**config.mk**
```make
export PLATFORM = sky130hd
export DESIGN_NAME = seg_scan_driver
export DESIGN_NICKNAME = d
export VERILOG_FILES = /design/src/rtl/seg_scan_driver.sv
export SDC_FILE = /design/constraint.sdc
export NUM_CORES = 1
export LEC_CHECK = 0
export ABC_AREA = 1
export BUFFER_PORTS_ARGS = -buffer_cell sky130_fd_sc_hd__buf_2
export CAP_MARGIN = 20
export CORE_UTILIZATION = 45
export DETAILED_ROUTE_END_ITERATION = 8
export GPL_TIMING_DRIVEN = 0
export SLEW_MARGIN = 30
export SYNTH_ARGS = -nofsm -noshare
export SYNTH_HDL_FRONTEND = slang
export SYNTH_SLANG_ARGS = --single-unit
```
**constraint.sdc**
```tcl
create_clock -name CLK -period 3.5 [get_ports CLK]
set_input_delay 0.35 -clock CLK [delete_from_list [all_inputs] [get_ports CLK]]
set_output_delay 0.35 -clock CLK [all_outputs]
set_load 0.01 [all_outputs]
```
**src/rtl/seg_scan_driver.sv**
```systemverilog
// Time-multiplexed driver for a common-anode 4-digit seven-segment display.
// Digits are snapshotted once per scan frame; supports blink, leading-zero blanking and DP.
module seg_scan_driver #(
  parameter int unsigned REFRESH_DIV  = 50000,
  parameter int unsigned BLINK_FRAMES = 64
) (
  input  logic       CLK,
  input  logic       RST_N,
  input  logic       ENABLE,
  input  logic [3:0] DIGIT_3,
  input  logic [3:0] DIGIT_2,
  input  logic [3:0] DIGIT_1,
  input  logic [3:0] DIGIT_0,
  input  logic [3:0] BLINK_MASK,
  input  logic       LZB,
  input  logic       DP_EN,
  output logic [3:0] AN,
  output logic [6:0] SEG,
  output logic       DP
);

  localparam int DIV_W = (REFRESH_DIV  > 1) ? $clog2(REFRESH_DIV)  : 1;
  localparam int FRM_W = (BLINK_FRAMES > 1) ? $clog2(BLINK_FRAMES) : 1;
  localparam logic [DIV_W-1:0] DIV_LAST = DIV_W'(REFRESH_DIV - 1);
  localparam logic [FRM_W-1:0] FRM_LAST = FRM_W'(BLINK_FRAMES - 1);

  logic [DIV_W-1:0] div_cnt_q, div_cnt_d;
  logic [1:0]       idx_q, idx_d;
  logic [FRM_W-1:0] frame_cnt_q, frame_cnt_d;
  logic             blink_ph_q, blink_ph_d;
  logic [3:0][3:0]  shadow_q, shadow_d;
  logic [3:0]       an_q, an_d;
  logic [6:0]       seg_q, seg_d;
  logic             dp_q, dp_d;

  logic tick, frame_end, visible;
  logic [3:0] cur_digit;

  // Active-low segment pattern, bit0 = a ... bit6 = g.
  function automatic logic [6:0] decode(input logic [3:0] v);
    case (v)
      4'h0: decode = 7'h40;  4'h1: decode = 7'h79;
      4'h2: decode = 7'h24;  4'h3: decode = 7'h30;
      4'h4: decode = 7'h19;  4'h5: decode = 7'h12;
      4'h6: decode = 7'h02;  4'h7: decode = 7'h78;
      4'h8: decode = 7'h00;  4'h9: decode = 7'h10;
      4'hA: decode = 7'h08;  4'hB: decode = 7'h03;
      4'hC: decode = 7'h46;  4'hD: decode = 7'h21;
      4'hE: decode = 7'h06;  default: decode = 7'h0E;
    endcase
  endfunction

  always_comb begin
    // NOTE: every signal gets a default up front so no path leaves it unassigned (no latch).
    div_cnt_d   = div_cnt_q + 1'b1;
    idx_d       = idx_q;
    frame_cnt_d = frame_cnt_q;
    blink_ph_d  = blink_ph_q;
    shadow_d    = shadow_q;

    tick      = (div_cnt_q == DIV_LAST);
    frame_end = tick && (idx_q == 2'd3);

    if (tick) begin
      div_cnt_d = '0;
      idx_d     = idx_q + 2'd1;
    end

    // Snapshot at the frame boundary so a frame never shows mixed old/new digits.
    if (frame_end) begin
      shadow_d = {DIGIT_3, DIGIT_2, DIGIT_1, DIGIT_0};
      if (frame_cnt_q == FRM_LAST) begin
        frame_cnt_d = '0;
        blink_ph_d  = ~blink_ph_q;
      end else begin
        frame_cnt_d = frame_cnt_q + 1'b1;
      end
    end

    cur_digit = shadow_q[idx_q];
    visible   = ENABLE
             && !(BLINK_MASK[idx_q] && blink_ph_q)
             && !((idx_q == 2'd3) && LZB && (shadow_q[3] == 4'h0));

    an_d  = 4'b1111;
    seg_d = 7'h7F;
    dp_d  = 1'b1;
    if (visible) begin
      an_d  = ~(4'b0001 << idx_q);
      seg_d = decode(cur_digit);
      dp_d  = !((idx_q == 2'd2) && DP_EN);
    end
  end

  always_ff @(posedge CLK or negedge RST_N) begin
    if (!RST_N) begin
      div_cnt_q   <= '0;
      idx_q       <= '0;
      frame_cnt_q <= '0;
      blink_ph_q  <= 1'b0;
      // NOTE: the shadow digits are reset too, so the first frame after reset shows 0s.
      shadow_q    <= '0;
      an_q        <= 4'b1111;
      seg_q       <= 7'h7F;
      dp_q        <= 1'b1;
    end else begin
      // NOTE: non-blocking assignments so every register samples pre-edge values.
      div_cnt_q   <= div_cnt_d;
      idx_q       <= idx_d;
      frame_cnt_q <= frame_cnt_d;
      blink_ph_q  <= blink_ph_d;
      shadow_q    <= shadow_d;
      an_q        <= an_d;
      seg_q       <= seg_d;
      dp_q        <= dp_d;
    end
  end

  assign AN  = an_q;
  assign SEG = seg_q;
  assign DP  = dp_q;

endmodule

```
==> impl_metrics.env, run 1 <==
export IMPL_ys_types=25
export IMPL_ioPinCount=37
export IMPL_crit_path_start="idx_q[0]$_DFFE_PN0N_"
export IMPL_vias_per_cell=4.75
export IMPL_synth_enable_flop_cells=0
export IMPL_totalWireLength_um=5860
export IMPL_antenna_found_initial=0
export IMPL_clk_pin_slew_ns=0.10
export IMPL_first_global_vias=2164
export IMPL_drt_initial_drc_count=147
export IMPL_cts_root_buf="clkbuf_8"
export IMPL_track_usage=0.198
export IMPL_cp_max_fo=11
export IMPL_firstDrtPassIters=4
export IMPL_p_leak_uw=0.00166
export IMPL_powerDensity_mw_per_mm2=310
export IMPL_antenna_cells=0
export IMPL_hold_viol_final=0
export IMPL_clk_path_buf_depth=2
export IMPL_avgRoutedWirePerCell_um=11.9
export IMPL_ant_nets=0
export IMPL_yosys_area_top_type_share=0.354
export IMPL_finish_instance_area_mm2=0.00326
export IMPL_status="finished, final reports clean"
export IMPL_syn2layout_area_growth_pct=12.6
export IMPL_syn_inst=373
export IMPL_overflow=0
export IMPL_grt_max_degree=54
export IMPL_cts_buffers=5
export IMPL_worstSkewPairLatency_ns=0.31
export IMPL_top_layer="met4"
export IMPL_peakVddDrop_mv=0.173
export IMPL_async_reset_ff_frac=1.00
export IMPL_r2r_start="idx_q[0]$_DFFE_PN0N_"
export IMPL_setup_viol=0
export IMPL_hold_buffers=0
export IMPL_required_ns=3.76
export IMPL_yosysMostFrequentCell="nand2_1"
export IMPL_floorplan_initialDensity=0.478
export IMPL_critPathCaptureType="register"
export IMPL_reg2reg_depth=11
export IMPL_grt_pass1_wl_um=10100
export IMPL_ys_warnings_count=0
export IMPL_post_cts_setup_buffers=0
export IMPL_yosysTopAreaCell="dfrtp_1"
export IMPL_dieHeight_um=82.2
export IMPL_hpwl_um=4270
export IMPL_synthTopCellsByArea="dfrtp_1 (35%), nand2_1 (19%), dfstp_2 (11%), nand3_1 (6.6%), nor2_1 (5.3%)"
export IMPL_ys_seq_elements=53
export IMPL_max_cap_violations=0
export IMPL_report_final_slew_viol_count=0
export IMPL_r2r_end="SEG[0]$_DFF_PN1_"
export IMPL_avgSynthCellArea_um2=7.77
export IMPL_port_buffers=36
export IMPL_globalplace_congestion=0.856
export IMPL_worst_pin_slew_ns=0.655
export IMPL_fin_skew_ns=0.00763
export IMPL_worstSetupPathType="reg2reg"
export IMPL_core_mm2=0.00606
export IMPL_vias=2339
export IMPL_nets=453
export IMPL_cp_arrival_ns=2.17
export IMPL_die_w_um=82.2
export IMPL_finalCritPeriodShare=0.544
export IMPL_cts_tree="built"
export IMPL_tns_ns=0
export IMPL_syn_nets=410
export IMPL_synthTopCellsByCount="nand2_1 (146), dfrtp_1 (41), nor2_1 (41), nand3_1 (38), inv_1 (31)"
export IMPL_period_needed_ns=1.90
export IMPL_wl_met1_um=2970
export IMPL_rows=28
export IMPL_route_met3_wl_um=269
export IMPL_drive_gt1_frac=0.199
export IMPL_clock_sinks=53
export IMPL_place_area_mm2=0.00317
export IMPL_dr_wl_met2_um=2510
export IMPL_slew_headroom=0.563
export IMPL_dieArea_mm2=0.00676
export IMPL_hold_path_class="in2async"
export IMPL_seq_area_frac_synth=0.463
export IMPL_start_kind="register"
export IMPL_syn_area_mm2=0.00290
export IMPL_drc_errors=0
export IMPL_ys_flop_type="dfrtp_1"
export IMPL_clock_fmax_mhz=525
export IMPL_htree_num_levels=2
export IMPL_r2r_slack_ns=1.60
export IMPL_cts_resized=0
export IMPL_rsz0062_at_grt="false"
==> where the power goes <==
part / leakage (µW) / internal, µW / switching [µW]
combinational: 0.00101 / 14.1 / 23.8
sequential: 0.000601 / 618 / 0.540
clock: 0.0000489 / 143 / 214
total: 0.00166 / 775 / 238
==> cells in the final DEF, fill, tap and decap left out, types with 2 or more instances in the layout <==
| cell | Yosys | final |
|---|---|---|
| buf_6 | 3 | 3 |
| dfrtp_1 | 41 | 41 |
| nand2_2 | 12 | 12 |
| xor2_1 | 10 | 10 |
| buf_2 | 3 | 38 |
| nand4_1 | 2 | 2 |
| o21ai_0 | 3 | 3 |
| a21oi_1 | 3 | 3 |
| nor2_2 | 3 | 3 |
| nand2_1 | 146 | 146 |
| ha_1 | 12 | 12 |
| dfstp_2 | 12 | 12 |
| nor2_1 | 41 | 41 |
| clkbuf_8 | 0 | 5 |
| nand3_1 | 38 | 38 |
| buf_4 | 1 | 2 |
| inv_1 | 31 | 31 |
| o21bai_1 | 3 | 3 |
| nor3_1 | 2 | 2 |
==> registers in the layout (all words and copies together), names as in the netlist <==
register,flops
div_cnt_q,16
shadow_q,16
SEG,7
frame_cnt_q,6
AN,4
idx_q,2
DP,1
blink_ph_q,1
==> worst max-delay path: stages (launching register included) <==
cell     delay, ns
dfrtp_1       0.44
inv_1         0.10
buf_2         0.25
nand2_1       0.10
nand3_1       0.08
nand2_1       0.16
inv_1         0.15
ha_1          0.22
nand3_1       0.11
nand2_1       0.09
nand2_1       0.06
nand3_1       0.08
==> kinds of logic (layout without fill, tap and decap cells) <==
kind of cell | count (synthesis) | after routing | share of synthesized area
AOI/OAI and AO/OA | 10 | 10 | 0.0212
buffers and inverters | 38 | 82 | 0.0596
adders and majority gates | 12 | 12 | 0.0518
xor gates and xnor gates | 11 | 11 | 0.0332
DFF | 53 | 53 | 0.463
and+or+nand+nor | 249 | 249 | 0.371
==> worst max path at each step <==
stage                       endpoint  cells after the start
floorplan           SEG[1]$_DFF_PN1_                     10
global placement    SEG[0]$_DFF_PN1_                     11
detailed placement  SEG[5]$_DFF_PN1_                     11
CTS                 SEG[5]$_DFF_PN1_                     11
global route        SEG[5]$_DFF_PN1_                     11
finish              SEG[0]$_DFF_PN1_                     11
==> per-layer routing <==
layer,up-vias,global-route usage
met5,-,0
met4,0,0.0719
met1,1043,0.280
met2,52,0.295
li1,1233,-
met3,11,0.0440
==> per-stage QoR <==
step / hold slack (ns) / power, µW / setup slack, ns / std cells / util
after floorplan: 0.0544 / 638 / 1.95 / 373 / -
after global placement: 0.467 / 668 / 1.68 / 484 / 0.523
after detailed placement: 0.434 / 669 / 1.63 / 484 / 0.524
after CTS: 0.0848 / 1030 / 1.60 / 492 / 0.538
after global routing: 0.113 / 1060 / 1.33 / 492 / 0.538
final: 0.0532 / 1010 / 1.60 / 492 / 0.538
==> layout make-up <==
class                           instances  area (µm²)
Clock inverter                          3        20.0
Timing Repair Buffer                   36         183
Inverter                               31         116
Clock buffer                            5        68.8
Tap cell                               75        93.8
Sequential cell                        53        1340
Fill cell                             597        2800
Multi-Input combinational cell        282        1380
Buffer                                  7        56.3
No activity file was read; power rests on OpenSTA's default activity.
==> inputs of run 2 (changes only) <==
Clock period 3.5 ns to 1.8 ns, I/O delays scaled along.
==> impl_metrics.env, run 2 (synthesized netlist as in run 1, its figures left out) <==
export IMPL_status="finished, final reports clean"
export IMPL_path_delay_family="flip-flops"
export IMPL_drive_gt1_frac=0.225
export IMPL_p_sw_uw=465
export IMPL_r2r_slack_ns=0.14
export IMPL_period_needed_ns=1.66
export IMPL_avgRoutedWirePerCell_um=11.8
export IMPL_start_kind="register"
export IMPL_use_met3=0.0440
export IMPL_clock_fmax_mhz=601
export IMPL_track_usage=0.198
export IMPL_port_buffers=36
export IMPL_firstDrtPassIters=4
export IMPL_p_int_uw=1510
export IMPL_cp_max_fo=10
export IMPL_fin_util=0.551
export IMPL_cp_slowest_cell="dfrtp_1"
export IMPL_hold_path_class="in2reg"
export IMPL_cts_root_buf="clkbuf_8"
export IMPL_clkPwrFrac=0.352
export IMPL_totalWireLength_um=5890
export IMPL_use_met2=0.295
export IMPL_peakVddDrop_mv=0.337
export IMPL_finalCritPeriodShare=0.924
export IMPL_dieArea_mm2=0.00676
export IMPL_drt_initial_drc_count=137
export IMPL_place_area_mm2=0.00317
export IMPL_cts_buffers=5
export IMPL_ant_nets=0
export IMPL_hold_viol_final=0
export IMPL_clk_pin_slew_ns=0.10
export IMPL_p_comb_frac=0.039
export IMPL_core_mm2=0.00606
export IMPL_grt_pass1_wl_um=10000
export IMPL_ioPinCount=37
export IMPL_dieHeight_um=82.2
export IMPL_overflow=0
export IMPL_antenna_cells=0
export IMPL_clock_sinks=53
export IMPL_rows=28
export IMPL_antenna_found_initial=0
export IMPL_grt_max_degree=54
export IMPL_cts_tree="built"
export IMPL_vias_per_cell=4.80
export IMPL_final_cell_mix="nand2_1 (143), nor2_1 (41), dfrtp_1 (41), nand3_1 (38), buf_2 (37)"
export IMPL_slew_headroom=0.561
export IMPL_top_usage_layer="met2"
export IMPL_floorplan_initialDensity=0.478
export IMPL_cp_cell_sequence="ha_1 -> inv_1 -> nor3_4 -> buf_6 -> nand2_2 -> nand2_1"
export IMPL_worst_pin_slew_ns=0.658
export IMPL_hpwl_um=4270
export IMPL_globalplace_congestion=0.856
export IMPL_htree_num_levels=2
export IMPL_required_ns=2.06
export IMPL_placed_cells=484
export IMPL_die_w_um=82.2
export IMPL_final_cell_count_no_fill=497
export IMPL_pwr_share_seq=0.609
export IMPL_drc_errors=0
export IMPL_rsz0062_at_grt="true"
export IMPL_p_leak_uw=0.00169
export IMPL_worstSkewPairLatency_ns=0.32
export IMPL_clk_path_buf_depth=2
export IMPL_first_global_vias=2161
export IMPL_worstSetupPathType="reg2reg"
export IMPL_max_stage_delay_ns=0.52
export IMPL_finish_instance_area_mm2=0.00334
export IMPL_syn2layout_area_growth_pct=15.3
export IMPL_vias=2386
export IMPL_report_final_slew_viol_count=0
export IMPL_crit_buf_inv=2
export IMPL_switching_share=0.236
export IMPL_powerDensity_mw_per_mm2=591
export IMPL_fin_skew_ns=0.00927
export IMPL_cp_arrival_ns=1.92
export IMPL_final_common_cell="nand2_1"
export IMPL_grtUsageMet1=0.279
export IMPL_setup_viol=0
export IMPL_critPathCaptureType="register"
export IMPL_nets=458
export IMPL_max_cap_violations=0
==> run 2: cell types whose count changed in the layout (fill, tap and decap cells not counted), sizes merged <==
cell	before	now
dlygate4sd3	0	1
buf	43	47
==> run 2: layout make-up <==
cell class | count | area [µm²]
repair buffers | 41 | 235
well taps | 75 | 93.8
clock inverters | 3 | 20.0
fillers | 580 | 2720
plain buffers | 7 | 62.6
flip-flops and latches | 53 | 1340
inverters | 31 | 116
multi-input cells | 282 | 1400
clock buffers | 5 | 68.8
==> run 2: worst reg2reg max path, delay by kind of cell, from the launching register on <==
| kind | cells | cell delay (ns) |
|---|---|---|
| DFF | 1 | 0.52 |
| and+or+nand+nor | 3 | 0.40 |
| adders and majority gates | 1 | 0.37 |
| buffers and inverters | 2 | 0.32 |
==> run 2: timing repair <==
action | in CTS | in global routing
buffers inserted | 0 | 4
hold buffers | 1 | 0
hold endpoints to repair | 41 | 0
setup endpoints to repair | 6 | 12
gates resized for setup | 3 | 8
==> run 2: power by group through the flow <==
stage                     clock, µW  combinational [µW]  sequential [µW]
final                           695                76.9             1200
after global routing            771                90.0             1200
after CTS                       727                79.0             1200
after detailed placement          0                77.1             1220
after global placement            0                75.8             1220
after floorplan                   0                12.4             1230
==> run 2: layer usage <==
metal / vias to the layer above / share of wire
met5: - / 0
met3: 9 / 0.048
met4: 0 / 0.018
met1: 1067 / 0.50
met2: 61 / 0.43
li1: 1249 / -
==> run 2: final timing paths <==
path,startpoint,cells after the start,to
max,idx_q[1]$_DFFE_PN0N_,6,shadow_q[13]$_DFFE_PN0P_
min,DP_EN,2,DP$_DFF_PN1_
max reg2reg,idx_q[1]$_DFFE_PN0N_,6,shadow_q[13]$_DFFE_PN0P_
min reg2reg,div_cnt_q[0]$_DFF_PN0_,1,div_cnt_q[0]$_DFF_PN0_
max in group asynchronous,RST_N,2,div_cnt_q[12]$_DFF_PN0_
min in group asynchronous,RST_N,2,div_cnt_q[7]$_DFF_PN0_
==> run 2: per-stage QoR <==
step	hold slack (ns)	setup slack [ns]	setup TNS, ns	total power [µW]
after floorplan	-0.116	0.253	0	1240
after global routing	0.0225	-0.0191	-0.0237	2060
after CTS	0.0145	0.00819	0	2010
final	0.0182	0.137	0	1970
after global placement	0.348	-0.0233	-0.0668	1300
after detailed placement	0.264	-0.0716	-0.235	1300
==> inputs of run 3 (changes only) <==
Settings changed: ABC_AREA 1 to default, CORE_UTILIZATION 45 to 57, PLACE_DENSITY from default to 0.79.
==> impl_metrics.env, run 3 <==
export IMPL_syn2layout_area_growth_pct=24.7
export IMPL_track_usage=0.214
export IMPL_synthTopCellsByArea="dfrtp_1 (39%), dfstp_2 (12%), mux2_2 (7.6%), ha_1 (5.6%), mux4_2 (4.2%)"
export IMPL_cp_cell_sequence="buf_6 -> mux4_2 -> buf_6 -> inv_6 -> ha_4 -> inv_1 -> mux2i_1 -> nor2_1 -> o21ai_1"
export IMPL_report_final_slew_viol_count=0
export IMPL_hpwl_um=3210
export IMPL_dieHeight_um=70.3
export IMPL_yosysTopAreaCell="dfrtp_1"
export IMPL_floorplan_initialDensity=0.603
export IMPL_ys_warnings_count=0
export IMPL_dieArea_mm2=0.00495
export IMPL_totalWireLength_um=5230
export IMPL_rows=24
export IMPL_worstSetupPathType="reg2reg"
export IMPL_ys_seq_elements=53
export IMPL_die_w_um=70.3
export IMPL_avgSynthCellArea_um2=12.2
export IMPL_p_int_uw=1740
export IMPL_synthTopCellsByCount="dfrtp_1 (41), mux2_2 (18), nand3_1 (15), nor2_1 (14)"
export IMPL_max_stage_delay_ns=0.52
export IMPL_avgRoutedWirePerCell_um=15.9
export IMPL_port_buffers=36
export IMPL_hold_path_class="in2reg"
export IMPL_clk_path_buf_depth=2
export IMPL_syn_nets=256
export IMPL_pwr_share_seq=0.560
export IMPL_fillers=277
export IMPL_cp_arrival_ns=2.08
export IMPL_cts_buffers=5
export IMPL_seq_area_frac_synth=0.504
export IMPL_drt_initial_drc_count=87
export IMPL_cp_max_fo=4
export IMPL_yosys_area_top_type_share=0.386
export IMPL_r2r_slack_ns=-0.05
export IMPL_violations="negative setup slack"
export IMPL_syn_inst=219
export IMPL_worstSkewPairLatency_ns=0.30
export IMPL_vias_per_cell=5.59
export IMPL_ys_flop_type="dfrtp_1"
export IMPL_cts_tree="built"
export IMPL_final_cell_mix="dfrtp_1 (39), buf_2 (36), mux2_2 (18), nand3_1 (15), nor2_1 (14)"
export IMPL_peakVddDrop_mv=0.546
export IMPL_globalplace_congestion=0.790
export IMPL_first_global_vias=1810
export IMPL_nets=313
export IMPL_async_reset_ff_frac=1.00
export IMPL_switching_share=0.219
export IMPL_status="complete, but fails checks"
export IMPL_p_sw_uw=490
export IMPL_core_mm2=0.00441
export IMPL_final_common_cell="dfrtp_1"
export IMPL_place_ws_ns=-0.158
export IMPL_antenna_found_initial=0
export IMPL_powerDensity_mw_per_mm2=673
export IMPL_clk_pin_slew_ns=0.09
export IMPL_cp_slowest_cell="mux4_2"
export IMPL_overflow=0
export IMPL_fin_hold_ws_ns=0.0207
export IMPL_ant_nets=0
export IMPL_antenna_cells=0
export IMPL_setup_slack_ns=-0.0457
export IMPL_period_needed_ns=1.85
export IMPL_rsz0062_at_grt="true"
export IMPL_clock_sinks=53
export IMPL_clock_fmax_mhz=542
export IMPL_finish_instance_area_mm2=0.00332
export IMPL_crit_top_cell="buf_6"
export IMPL_cts_root_buf="clkbuf_8"
export IMPL_max_cap_violations=0
export IMPL_fin_skew_ns=0.00473
export IMPL_drc_errors=0
export IMPL_htree_num_levels=2
export IMPL_start_kind="register"
export IMPL_vias=1838
export IMPL_critPathCaptureType="register"
export IMPL_yosysMostFrequentCell="dfrtp_1"
export IMPL_p_comb_frac=0.091
export IMPL_ioPinCount=37
export IMPL_power_uw=2230
export IMPL_grt_pass1_wl_um=8190
export IMPL_synth_enable_flop_cells=0
export IMPL_slew_headroom=0.567
export IMPL_finalCritPeriodShare=1.03
export IMPL_hold_viol_final=0
export IMPL_firstDrtPassIters=4
export IMPL_worst_pin_slew_ns=0.649
export IMPL_syn_area_mm2=0.00266
export IMPL_grt_max_degree=54
export IMPL_drive_gt1_frac=0.458
export IMPL_p_leak_uw=0.00147
export IMPL_setup_viol=3
export IMPL_place_area_mm2=0.00291
export IMPL_required_ns=2.04
export IMPL_ys_types=42
export IMPL_clkPwrFrac=0.350
-- run 3: changes by cell type after synthesis, moves of 12 or more --
cell | previous run | this run
nand2_2 | 12 | 0
nand2_1 | 146 | 12
nand3_1 | 38 | 15
nor2_1 | 41 | 14
inv_1 | 31 | 6
mux2_2 | 0 | 18
-- run 3: what timing repair did --
| action | 4_1_cts | 5_1_grt |
|---|---|---|
| endpoints found under the setup margin | 22 | 32 |
| endpoints found under the hold margin | 41 | 0 |
| setup buffers | 6 | 5 |
| gates cloned | 0 | 2 |
| pin swaps | 1 | 11 |
| gates resized for setup | 12 | 33 |
| hold buffers | 1 | 0 |
-- run 3: cell type report --
class | count | area [µm²] | share of cell area
Buffer | 9 | 83.8 | 0.0253
Clock buffer | 6 | 72.6 | 0.0219
Clock inverter | 2 | 35.0 | 0.0106
Inverter | 7 | 33.8 | 0.0102
Multi-Input combinational cell | 151 | 1380 | 0.415
Sequential cell | 53 | 1340 | 0.405
Tap cell | 52 | 65.1 | 0.0196
Timing Repair Buffer | 49 | 308 | 0.0928
-- run 3: path summary, 6_finish.rpt --
path                                               to                  startpoint  cells after the start
max                                  SEG[3]$_DFF_PN1_        idx_q[0]$_DFFE_PN0N_                      9
min                                      DP$_DFF_PN1_                       DP_EN                      2
max reg2reg                          SEG[3]$_DFF_PN1_        idx_q[0]$_DFFE_PN0N_                      9
min reg2reg                frame_cnt_q[4]$_DFFE_PN0P_  frame_cnt_q[4]$_DFFE_PN0P_                      1
max in group asynchronous      div_cnt_q[7]$_DFF_PN0_                       RST_N                      2
min in group asynchronous     shadow_q[1]$_DFFE_PN0P_                       RST_N                      2
-- run 3: power by group through the flow --
stage | Sequential [µW] | Combinational (µW) | Clock [µW]
after CTS | 1250 | 182 | 805
after global placement | 1270 | 163 | 0
after detailed placement | 1270 | 166 | 0
after global routing | 1250 | 223 | 846
final | 1250 | 202 | 781
after floorplan | 1280 | 83.7 | 0
-- run 3: kinds of logic (layout without fill, tap and decap cells) --
group,after synthesis,in the layout,synth area share
xor gates and xnor gates,21,21,0.0691
muxes,28,28,0.139
and+or+nand+nor,70,71,0.156
buffers and inverters,16,73,0.0296
DFF,53,53,0.504
AOI/OAI and AO/OA,19,19,0.0461
adders and majority gates,12,12,0.0564
-- run 3: per-stage QoR --
stage                     utilization  cells  setup TNS [ns]
after floorplan                     -    219               0
after global placement          0.658    307          -0.808
after detailed placement        0.659    307           -1.22
after CTS                       0.706    322         -0.0724
after global routing            0.752    329          -0.414
final                           0.752    329         -0.0958
-- run 3: critical path, delay by kind of cell, from the launching register on --
| kind | cells | cell delay [ns] |
|---|---|---|
| AO/OA/AOI/OAI | 1 | 0.14 |
| adder cells (fa/ha/maj) | 1 | 0.15 |
| buffers and inverters | 4 | 0.41 |
| flip-flops | 1 | 0.39 |
| multiplexers | 2 | 0.64 |
| AND/OR/NAND/NOR | 1 | 0.05 |
-- run 3: routing by layer --
metal,track usage,wire length (µm),vias up
met1,0.285,2400,897
met2,0.341,2600,42
met3,0.0548,173,6
li1,-,-,893
met5,0,0,-
met4,0.0756,56,0
